==> config.mk <==
export PLATFORM = sky130hd
export DESIGN_NAME = isr_serial_buf
export DESIGN_NICKNAME = d
export VERILOG_FILES = /design/src/rtl/aes_sr_pkg.sv /design/src/rtl/sr_bank_rf.sv /design/src/rtl/isr_serial_buf.sv
export SDC_FILE = /design/constraint.sdc
export NUM_CORES = 1
export LEC_CHECK = 0
export CAP_MARGIN = 20
export CELL_PAD_IN_SITES_DETAIL_PLACEMENT = 1
export CELL_PAD_IN_SITES_GLOBAL_PLACEMENT = 1
export CORE_ASPECT_RATIO = 1.5
export CORE_MARGIN = 4
export CORE_UTILIZATION = 57
export CTS_BUF_LIST = sky130_fd_sc_hd__clkbuf_4 sky130_fd_sc_hd__clkbuf_8
export CTS_CLUSTER_DIAMETER = 100
export DETAILED_ROUTE_END_ITERATION = 8
export GPL_TIMING_DRIVEN = 0
export PLACE_DENSITY_LB_ADDON = 0.1
export SLEW_MARGIN = 20
export SYNTH_ARGS = -nofsm -noshare
export SYNTH_HDL_FRONTEND = slang
export SYNTH_HIERARCHICAL = 1
export SYNTH_SLANG_ARGS = --single-unit
==> constraint.sdc <==
create_clock -name clk -period 3.5 [get_ports clk]
set_input_delay 0.525 -clock clk [delete_from_list [all_inputs] [get_ports clk]]
set_output_delay 0.525 -clock clk [all_outputs]
set_load 0.05 [all_outputs]
==> src/rtl/aes_sr_pkg.sv <==
// Shared AES ShiftRows helpers: the byte count and the source-index maps for the
// forward and inverse row rotations, used by both the serial and combinational units.
package aes_sr_pkg;

    localparam int AES_NBYTES = 16;

    typedef logic [3:0] aes_idx_t;
    typedef logic [7:0] aes_share_t;

    // State byte k = 4*col + row; inverse rotation pulls from column (col - row) mod 4.
    function automatic aes_idx_t isr_src_idx(input aes_idx_t k);
        logic [1:0] col;
        logic [1:0] row;
        logic [1:0] src_col;
        col     = k[3:2];
        row     = k[1:0];
        src_col = col - row;
        return {src_col, row};
    endfunction

    function automatic aes_idx_t sr_src_idx(input aes_idx_t k);
        logic [1:0] col;
        logic [1:0] row;
        logic [1:0] src_col;
        col     = k[3:2];
        row     = k[1:0];
        src_col = col + row;
        return {src_col, row};
    endfunction

endpackage

==> src/rtl/sr_bank_rf.sv <==
// 16-entry lane register file: one synchronous write port, one asynchronous read port.
module sr_bank_rf
    import aes_sr_pkg::*;
#(
    parameter int D = 1
) (
    input  logic             clk,
    input  logic             we,
    input  aes_idx_t         waddr,
    input  logic [8*D-1:0]   wdata,
    input  aes_idx_t         raddr,
    output logic [8*D-1:0]   rdata
);

    typedef logic [8*D-1:0] lane_t;

    // Contents are deliberately left unreset; the full flags gate every read.
    lane_t mem_q [AES_NBYTES];

    always_ff @(posedge clk) begin
        if (we) begin
            mem_q[waddr] <= wdata;
        end
    end

    assign rdata = mem_q[raddr];

endmodule

==> src/rtl/isr_serial_buf.sv <==
// Byte-serial InvShiftRows with a ping-pong pair of 16-byte banks (1 byte/cycle sustained).
// Define ISR_FWD_MODE_EN to add a per-block fwd input selecting forward ShiftRows order.
module isr_serial_buf
    import aes_sr_pkg::*;
#(
    parameter int D = 1
) (
    input  logic             clk,
    input  logic             rst_n,
`ifdef ISR_FWD_MODE_EN
    input  logic             fwd,
`endif
    input  logic             in_valid,
    output logic             in_ready,
    input  logic [8*D-1:0]   in_data,
    output logic             out_valid,
    input  logic             out_ready,
    output logic [8*D-1:0]   out_data,
    output logic             out_last
);

    typedef logic [8*D-1:0] lane_t;

    logic       wr_bank_q, wr_bank_d;
    logic       rd_bank_q, rd_bank_d;
    aes_idx_t   wr_cnt_q, wr_cnt_d;
    aes_idx_t   rd_cnt_q, rd_cnt_d;
    logic [1:0] full_q, full_d;

    logic       in_fire;
    logic       out_fire;
    aes_idx_t   rd_src;
    lane_t      rd_lane0;
    lane_t      rd_lane1;

    // Handshake outputs depend only on flops, never on the opposite side's inputs.
    assign in_ready  = ~full_q[wr_bank_q];
    assign out_valid = full_q[rd_bank_q];
    assign out_last  = out_valid && (rd_cnt_q == 4'd15);
    assign in_fire   = in_valid && in_ready;
    assign out_fire  = out_valid && out_ready;

    always_comb begin
        wr_bank_d = wr_bank_q;
        wr_cnt_d  = wr_cnt_q;
        rd_bank_d = rd_bank_q;
        rd_cnt_d  = rd_cnt_q;
        full_d    = full_q;
        if (in_fire) begin
            wr_cnt_d = wr_cnt_q + 4'd1;
            if (wr_cnt_q == 4'd15) begin
                full_d[wr_bank_q] = 1'b1;
                wr_bank_d         = ~wr_bank_q;
            end
        end
        // Set and clear always target different banks, so both may land in one cycle.
        if (out_fire) begin
            rd_cnt_d = rd_cnt_q + 4'd1;
            if (rd_cnt_q == 4'd15) begin
                full_d[rd_bank_q] = 1'b0;
                rd_bank_d         = ~rd_bank_q;
            end
        end
    end

    always_ff @(posedge clk or negedge rst_n) begin
        if (!rst_n) begin
            wr_bank_q <= 1'b0;
            wr_cnt_q  <= '0;
            rd_bank_q <= 1'b0;
            rd_cnt_q  <= '0;
            full_q    <= '0;
        end else begin
            wr_bank_q <= wr_bank_d;
            wr_cnt_q  <= wr_cnt_d;
            rd_bank_q <= rd_bank_d;
            rd_cnt_q  <= rd_cnt_d;
            full_q    <= full_d;
        end
    end

`ifdef ISR_FWD_MODE_EN
    logic [1:0] fwd_q, fwd_d;

    // The order flag travels with its block: captured on byte 0, applied on drain.
    always_comb begin
        fwd_d = fwd_q;
        if (in_fire && (wr_cnt_q == 4'd0)) begin
            fwd_d[wr_bank_q] = fwd;
        end
    end

    always_ff @(posedge clk or negedge rst_n) begin
        if (!rst_n) begin
            fwd_q <= '0;
        end else begin
            fwd_q <= fwd_d;
        end
    end

    assign rd_src = fwd_q[rd_bank_q] ? sr_src_idx(rd_cnt_q) : isr_src_idx(rd_cnt_q);
`else
    assign rd_src = isr_src_idx(rd_cnt_q);
`endif

    sr_bank_rf #(.D(D)) u_bank0 (
        .clk   (clk),
        .we    (in_fire && !wr_bank_q),
        .waddr (wr_cnt_q),
        .wdata (in_data),
        .raddr (rd_src),
        .rdata (rd_lane0)
    );

    sr_bank_rf #(.D(D)) u_bank1 (
        .clk   (clk),
        .we    (in_fire && wr_bank_q),
        .waddr (wr_cnt_q),
        .wdata (in_data),
        .raddr (rd_src),
        .rdata (rd_lane1)
    );

    assign out_data = rd_bank_q ? rd_lane1 : rd_lane0;

endmodule
==> results of run 1 <==
## placed cells by master (no fill, tap or decap), types with 3 or more instances in the layout
master	count
mux4_2	36
mux2_4	3
nand2_1	21
nand2b_1	4
clkinv_1	9
inv_1	3
dfrtp_1	10
buf_6	7
edfxtp_1	256
clkdlybuf4s50_1	7
mux4_1	28
a22oi_1	17
clkbuf_4	12
buf_2	20
nor3_2	8
a22oi_2	15
mux2_2	8
xnor2_1	6
ha_1	3
nor2_1	25
buf_4	11
nand3b_1	4
nand3_1	6
clkbuf_8	42
## cells by family after synthesis
family                   share of synthesized area [%]
XOR/XNOR                                         0.656
flip-flops                                        74.7
multiplexers                                      15.9
AND/OR/NAND/NOR                                   4.10
adder cells (fa/ha/maj)                          0.351
AO/OA/AOI/OAI                                     2.53
buffers and inverters                             1.77
## cell type report
cell class,instances,area (µm²)
Sequential cell,268,7990
Fill cell,1558,6350
Multi-Input combinational cell,213,2670
Clock buffer,54,668
Tap cell,252,315
Timing Repair Buffer,31,241
Buffer,15,118
Clock inverter,13,104
Inverter,3,11.3
## sequential cells by signal, summed over array words and instances (netlist names)
signal / cells
full_q: 2
rd_bank_q: 1
rd_cnt_q: 4
u_bank0/mem_q: 128
u_bank1/mem_q: 128
wr_bank_q: 1
wr_cnt_q: 4
## synthesized netlist by cell type, drive strengths merged
cell type	count	share of area [%]
ha	3	0.35
nor2b	2	0.12
nand2b	4	0.23
nor2	27	0.95
nand2	23	0.85
nor3	9	0.42
a31oi	1	0.059
edfxtp	256	72
nand3	6	0.28
or3b	2	0.16
and4	2	0.16
and2	2	0.12
buf	15	1.1
and3	2	0.12
a21oi	1	0.047
o2bb2ai	1	0.082
mux4	64	14
nand4	2	0.12
nand3b	4	0.28
mux2	11	1.3
a22oi	32	2.2
o21ai	2	0.094
or3	1	0.070
inv	3	0.11
mux2i	1	0.13
or2b	1	0.070
dfrtp	12	2.8
and2b	2	0.14
xnor2	8	0.66
clkdlybuf4s25	6	0.56
## path summary, 6_finish.rpt
kind | start | end | slack [ps] | cells after the start
max | rd_cnt_q[0]$_DFFE_PN0P_ | out_data[3] | 90 | 8
min | rst_n | full_q[1]$_DFF_PN0_ | 390 | 1
max reg2reg | full_q[1]$_DFF_PN0_ | u_bank1/mem_q[2][7]$_DFFE_PP_ | 1000 | 4
min reg2reg | rd_cnt_q[2]$_DFFE_PN0P_ | rd_cnt_q[2]$_DFFE_PN0P_ | 600 | 2
max in group asynchronous | rst_n | rd_cnt_q[0]$_DFFE_PN0P_ | 2660 | 1
min in group clk | in_data[6] | u_bank1/mem_q[5][6]$_DFFE_PP_ | 550 | 1
## what timing repair did
action                     in CTS  in global routing
resized for setup              70                  3
pin swaps                       9                  3
buffers inserted                8                  0
hold endpoints to repair        0                  0
hold buffers                    0                  0
setup endpoints to repair       8                  5
## critical path: cells and delay by family, from the launching register on
family / cells / cell delay (ps)
multiplexers: 2 / 930
buffers and inverters: 4 / 590
AO/OA/AOI/OAI: 1 / 340
flip-flops: 1 / 380
AND/OR/NAND/NOR: 1 / 140
## metrics by stage
stage	setup TNS (ps)	util [%]
5_1_grt	0	65.6
6_report	0	65.6
2_1_floorplan	0	-
4_1_cts	0	65.7
3_3_place_gp	-5300	60.8
3_5_place_dp	-4270	61.1
## power groups by stage
stage | Sequential [W] | Clock, W | Combinational, W
finish | 0.00394 | 0.00244 | 0.00469
global route | 0.00396 | 0.00268 | 0.00496
CTS | 0.00394 | 0.00252 | 0.00472
detailed placement | 0.00401 | 0 | 0.00453
global placement | 0.00398 | 0 | 0.00446
floorplan | 0.00391 | 0 | 0.00311
## metal layers
layer  GRT usage (%)  routed length (µm)  up-vias
met5               0                   0        -
met2            40.3               12500      106
li1                -                   -     2250
met3            3.41                 715       29
met4            6.98                 468        0
met1            26.7                8360     2645
==> results.py, run 1 <==
metrics = {
    "run_status": {
        "status": "complete, no violations",
    },
    "grt": {
        "grt_pass1_vias": 5591,
        "antenna_found_initial": 0,
        "globalRouteTotalUtil_pct": 22.0,
        "grt_max_degree": 33,
        "grt_pass1_wl_um": 33800,
        "overflow": 0,
    },
    "worst_setup_path": {
        "slowest_delay_ps": 620,
        "slowest_stage": "mux4_1",
        "worstPathArrival_ps": 2880,
        "crit_top_cell": "buf_6",
        "worstSetupPathType": "reg2out",
        "end_kind": "primary output",
        "crit_required_ps": 2970,
        "crit_path_max_fanout": 10,
        "start_kind": "flop",
        "crit_chain": "buf_4 -> buf_6 -> buf_6 -> mux4_1 -> a22oi_2 -> nand2_1 -> mux2_2 -> buf_6",
    },
    "finish": {
        "drive_gt1_share_pct": 30.8,
        "fin_cells": 849,
        "diodes": 0,
        "fin_nets": 585,
        "syn_to_final_growth_pct": 13.4,
        "design_area_mm2": 0.0121,
    },
    "cts": {
        "clk_latency_ps": 520,
        "path_clk_slew_ps": 70,
        "cts_max_path_buffers": 3,
        "htree_levels": 2,
        "cts_tree": "done",
        "numCtsBuffers": 38,
        "clock_sinks": 268,
        "cts_root_buf": "clkbuf_8",
    },
    "timing": {
        "fmax_mhz": 293,
        "fin_crit_ps": 3410,
        "fin_hold_ws_ps": 390,
        "max-slew-margin-rel_pct": 40.2,
        "rsz0062_at_grt": "no",
        "layout_setup_ws_ps": 92.4,
        "worst_pin_slew_ps": 894,
        "finalHoldViolCount": 0,
        "slew_viol_final": 0,
        "period_share_pct": 97.4,
        "setup_viol": 0,
        "finalClockSkew_ps": 17.6,
    },
    "run": {
        "drv_cap": 0,
    },
    "synth": {
        "syn_nets": 520,
        "syn_area_mm2": 0.0107,
        "synth-seq-cells": 268,
        "synth.avg_cell_area_um2": 21.2,
        "ys_warn_count": 6,
        "synth_seq_area_share_pct": 74.7,
        "netlist_instances": 505,
        "synth_cell_types": 35,
    },
    "detailed_routing": {
        "wl_per_cell_um": 25.9,
        "dr.pass1.iters": 4,
        "routed_wl_um": 22000,
        "avgViaCountPerCell": 5.92,
        "via_count": 5030,
        "drtIter0Drc": 336,
        "ant_nets": 0,
        "drcViolationCount": 0,
    },
    "place": {
        "placed_cell_area_mm2": 0.0113,
        "pre_cts_ws_ps": -643,
        "hpwl_um": 14600,
        "gp_congestion": 0.835,
        "io_buffer_count": 22,
        "placedCellCount": 780,
    },
    "worst_hold_path": {
        "min_path_type": "in2async",
    },
    "die": {
        "io_pins": 23,
        "die-area_mm2": 0.0211,
        "die_x_um": 120,
        "start_util_pct": 57.9,
        "core_mm2": 0.0185,
        "num_rows": 61,
        "dieHeight_um": 176,
    },
    "power": {
        "pwr-share-seq_pct": 35.6,
        "switching_power_w": 0.00413,
        "combPwrFrac_pct": 42.4,
        "ir_worst_vdd_mv": 0.914,
        "power_density_mw_per_mm2": 914,
        "swShare_pct": 37.3,
        "p_leak_nw": 4.00,
        "clkPwrFrac_pct": 22.1,
        "intPower_w": 0.00694,
        "power_w": 0.0111,
    },
}
No activity file was read; power rests on OpenSTA's default activity.
==> run 2, diff against run 1 <==
--- a/config.mk
+++ b/config.mk
@@ -10,7 +10,7 @@
 export CELL_PAD_IN_SITES_GLOBAL_PLACEMENT = 1
 export CORE_ASPECT_RATIO = 1.5
 export CORE_MARGIN = 4
-export CORE_UTILIZATION = 57
+export CORE_UTILIZATION = 56
 export CTS_BUF_LIST = sky130_fd_sc_hd__clkbuf_4 sky130_fd_sc_hd__clkbuf_8
 export CTS_CLUSTER_DIAMETER = 100
 export DETAILED_ROUTE_END_ITERATION = 8
@@ -19,5 +19,4 @@
 export SLEW_MARGIN = 20
 export SYNTH_ARGS = -nofsm -noshare
 export SYNTH_HDL_FRONTEND = slang
-export SYNTH_HIERARCHICAL = 1
 export SYNTH_SLANG_ARGS = --single-unit
==> run 2 against run 1 <==
Final cell count grew 19%. Highest routed layer unchanged. Sequential power shrank 2%. Clock power is 2% lower. Critical endpoint unchanged. Setup slack got worse by 34 ps. Sequential cell count stayed put. Non-clock buffer count up 19. Final area is 2.7% higher.
==> results.py, run 2 <==
metrics = {
    "finish": {
        "fin_cells": 1010,
        "fillers": 1693,
        "multi_input_area_mm2": 0.00284,
        "reg_top3": "u_bank0.mem_q x128, u_bank1.mem_q x128",
        "final_util_pct": 65.0,
        "syn_to_final_growth_pct": 13.7,
        "seq_area_mm2": 0.00799,
        "final_common_cell": "edfxtp_1",
        "drive_gt1_share_pct": 21.0,
        "fin_nets": 746,
        "diodes": 0,
        "mostFrequentLayoutCells": "256 x edfxtp_1, 83 x mux2i_1, 48 x nor2_1, 48 x clkbuf_8, 43 x nand2_1",
    },
    "timing": {
        "setup_viol": 0,
        "fmax_mhz": 291,
        "layout_setup_ws_ps": 58.5,
        "finalClockSkew_ps": 12.3,
        "fin_hold_ws_ps": 372,
        "finalHoldViolCount": 0,
        "period_share_pct": 98.3,
        "slew_viol_final": 0,
        "max-slew-margin-rel_pct": 34.1,
        "worst_pin_slew_ps": 984,
        "fin_crit_ps": 3440,
    },
    "die": {
        "die_x_um": 122,
        "dieHeight_um": 179,
        "start_util_pct": 57.1,
        "die-area_mm2": 0.0219,
        "num_rows": 62,
        "core_mm2": 0.0192,
        "io_pins": 23,
    },
    "power": {
        "power_density_mw_per_mm2": 961,
        "pwr-share-seq_pct": 32.3,
        "clkPwrFrac_pct": 20.0,
        "ir_worst_vdd_mv": 0.812,
        "p_leak_nw": 4.27,
        "combPwrFrac_pct": 47.7,
        "swShare_pct": 41.5,
        "switching_power_w": 0.00497,
        "intPower_w": 0.00699,
    },
    "worst_setup_path": {
        "worstSetupPathType": "reg2out",
        "worstPathArrival_ps": 2920,
        "crit_required_ps": 2970,
        "reg2reg_depth": 3,
        "crit_end": "out_data[3]",
        "rrSetupSlack_ps": 1180,
        "worst_r2r_endpoint": "u_bank0.mem_q[15][4]$_DFFE_PP_",
        "end_kind": "primary output",
        "crit_path_start": "rd_cnt_q[0]$_DFFE_PN0P_",
        "crit_path_max_fanout": 10,
        "timing.rr.start": "wr_bank_q$_DFFE_PN0P_",
        "start_kind": "flop",
    },
    "synth": {
        "synth.avg_cell_area_um2": 16.7,
        "synthMuxAreaShare_pct": 11.1,
        "netlist_instances": 654,
        "synth_top_cells_by_area": "edfxtp_1 70%, mux2i_1 7.6%, dfrtp_1 2.7%, mux4_2 2.3%, nor2_1 1.7%",
        "syn_area_mm2": 0.0109,
        "synth_flop_cell": "edfxtp_1",
        "synth_fa_ha_area_share_pct": 0.686,
        "synthTopCellsByCount": "256 x edfxtp_1, 83 x mux2i_1, 49 x nor2_1",
        "synth_cell_types": 48,
        "syn_nets": 672,
        "synth_xor_area_share_pct": 1.12,
        "synth_seq_area_share_pct": 73.0,
        "netlist.area_leader.share_pct": 70.2,
        "yosysTopAreaCell": "edfxtp_1",
        "synth_top_family_by_area": "multiplexers",
        "ys_warn_count": 0,
        "synth-seq-cells": 268,
        "synth_compound_area_share_pct": 6.32,
        "synthArstFlopShare_pct": 4.48,
        "synth-simple-area-share_pct": 5.76,
        "synth_edf_count": 256,
        "yosysMostFrequentCell": "edfxtp_1",
    },
    "cts": {
        "clk_latency_ps": 510,
        "clock_sinks": 268,
        "numCtsBuffers": 39,
        "htree_levels": 2,
        "cts_max_path_buffers": 3,
        "cts_root_buf": "clkbuf_8",
        "cts_tree": "done",
        "path_clk_slew_ps": 70,
        "hold_buffers": 0,
    },
    "grt": {
        "overflow": 0,
        "grt_max_degree": 33,
        "grt_pass1_vias": 6819,
        "globalRouteTotalUtil_pct": 28.3,
        "antenna_found_initial": 0,
        "grt_pass1_wl_um": 44000,
    },
    "detailed_routing": {
        "drcViolationCount": 0,
        "dr.pass1.iters": 5,
        "wl_per_cell_um": 29.6,
        "ant_nets": 0,
        "via_count": 6385,
        "avgViaCountPerCell": 6.32,
        "drtIter0Drc": 651,
        "routed_wl_um": 29900,
    },
    "place": {
        "io_buffer_count": 22,
        "pre_cts_ws_ps": -935,
        "hpwl_um": 19800,
        "placedCellCount": 933,
        "gp_congestion": 0.893,
    },
    "worst_hold_path": {
        "min_path_type": "in2async",
    },
    "run": {
        "drv_cap": 0,
    },
    "run_status": {
        "status": "complete, no violations",
    },
}
[run 2: changes by cell type in the layout (fill, tap and decap cells not counted), sizes merged, moves of 7 or more]
cell,previous run,this run
o21ai,2,17
nand3,6,16
o22ai,0,7
a221o,0,14
nor2,27,53
a22oi,32,13
clkbuf,54,74
mux2i,1,83
nor3,9,0
nor2b,2,9
nand2,23,46
o221ai,0,8
mux4,64,14
[run 2: worst max-delay path: stages, from the launching register on]
cell      delay, ps
dfrtp_2         490
buf_6           230
buf_4           250
buf_4           270
mux2i_1         120
o221ai_1        310
nand3_2         190
a32oi_2         270
buf_4           250
[run 2: cells by family (layout without fill, tap and decap cells)]
kind of cell,count (synthesis),count (layout)
buffers and inverters,39,139
adder cells (fa/ha/maj),6,6
AO/OA/AOI/OAI,92,92
XOR/XNOR,11,11
multiplexers,102,102
flip-flops,268,268
AND/OR/NAND/NOR,136,136
[run 2: how the worst min path moves through the flow]
stage	cells after the start	from	slack [ps]	endpoint
final	1	rst_n	370	full_q[1]$_DFF_PN0_
after global routing	1	rst_n	390	full_q[1]$_DFF_PN0_
after CTS	1	rst_n	370	full_q[1]$_DFF_PN0_
after detailed placement	1	rd_cnt_q[2]$_DFFE_PN0P_	520	rd_cnt_q[2]$_DFFE_PN0P_
after global placement	1	rd_cnt_q[2]$_DFFE_PN0P_	510	rd_cnt_q[2]$_DFFE_PN0P_
after floorplan	0	rst_n	230	full_q[0]$_DFF_PN0_
[run 2: per-layer routing]
metal / wire length (µm) / GRT usage (%) / vias up
li1: - / - / 2727
met1: 11200 / 35.3 / 3288
met2: 15300 / 48.5 / 296
met3: 1950 / 4.77 / 74
met4: 1400 / 13.0 / 0
met5: 0 / 0 / -
[run 2: cell type report]
cell class	count	area share, %
inverter	7	0.221
clock buffer	58	5.61
tap	256	2.57
sequential	268	64.2
multi-input combinational	347	22.8
timing repair buffer	33	2.16
clock inverter	9	0.302
buffer	32	2.16
[run 2: power by group through the flow]
stage,Combinational (W),Clock [W],Sequential (W)
after floorplan,0.00327,0,0.00388
after global placement,0.00499,0,0.00391
after detailed placement,0.00514,0,0.00392
after CTS,0.00538,0.00242,0.00386
after global routing,0.00593,0.00258,0.00388
final,0.00570,0.00239,0.00386
[run 2: repair_timing]
action / CTS / global route
endpoints found under the setup margin: 8 / 8
pin swaps: 2 / 1
cloned: 0 / 0
setup buffers: 9 / 1
gates resized for setup: 88 / 23
[run 2: per-stage QoR]
| stage | total power [W] | area, µm² | setup TNS (ps) |
|---|---|---|---|
| floorplan | 0.00714 | 10900 | 0 |
| global placement | 0.00890 | 11500 | -5680 |
| detailed placement | 0.00906 | 11500 | -5910 |
| CTS | 0.0117 | 12400 | 0 |
| global route | 0.0124 | 12400 | -3.11 |
| finish | 0.0120 | 12400 | 0 |
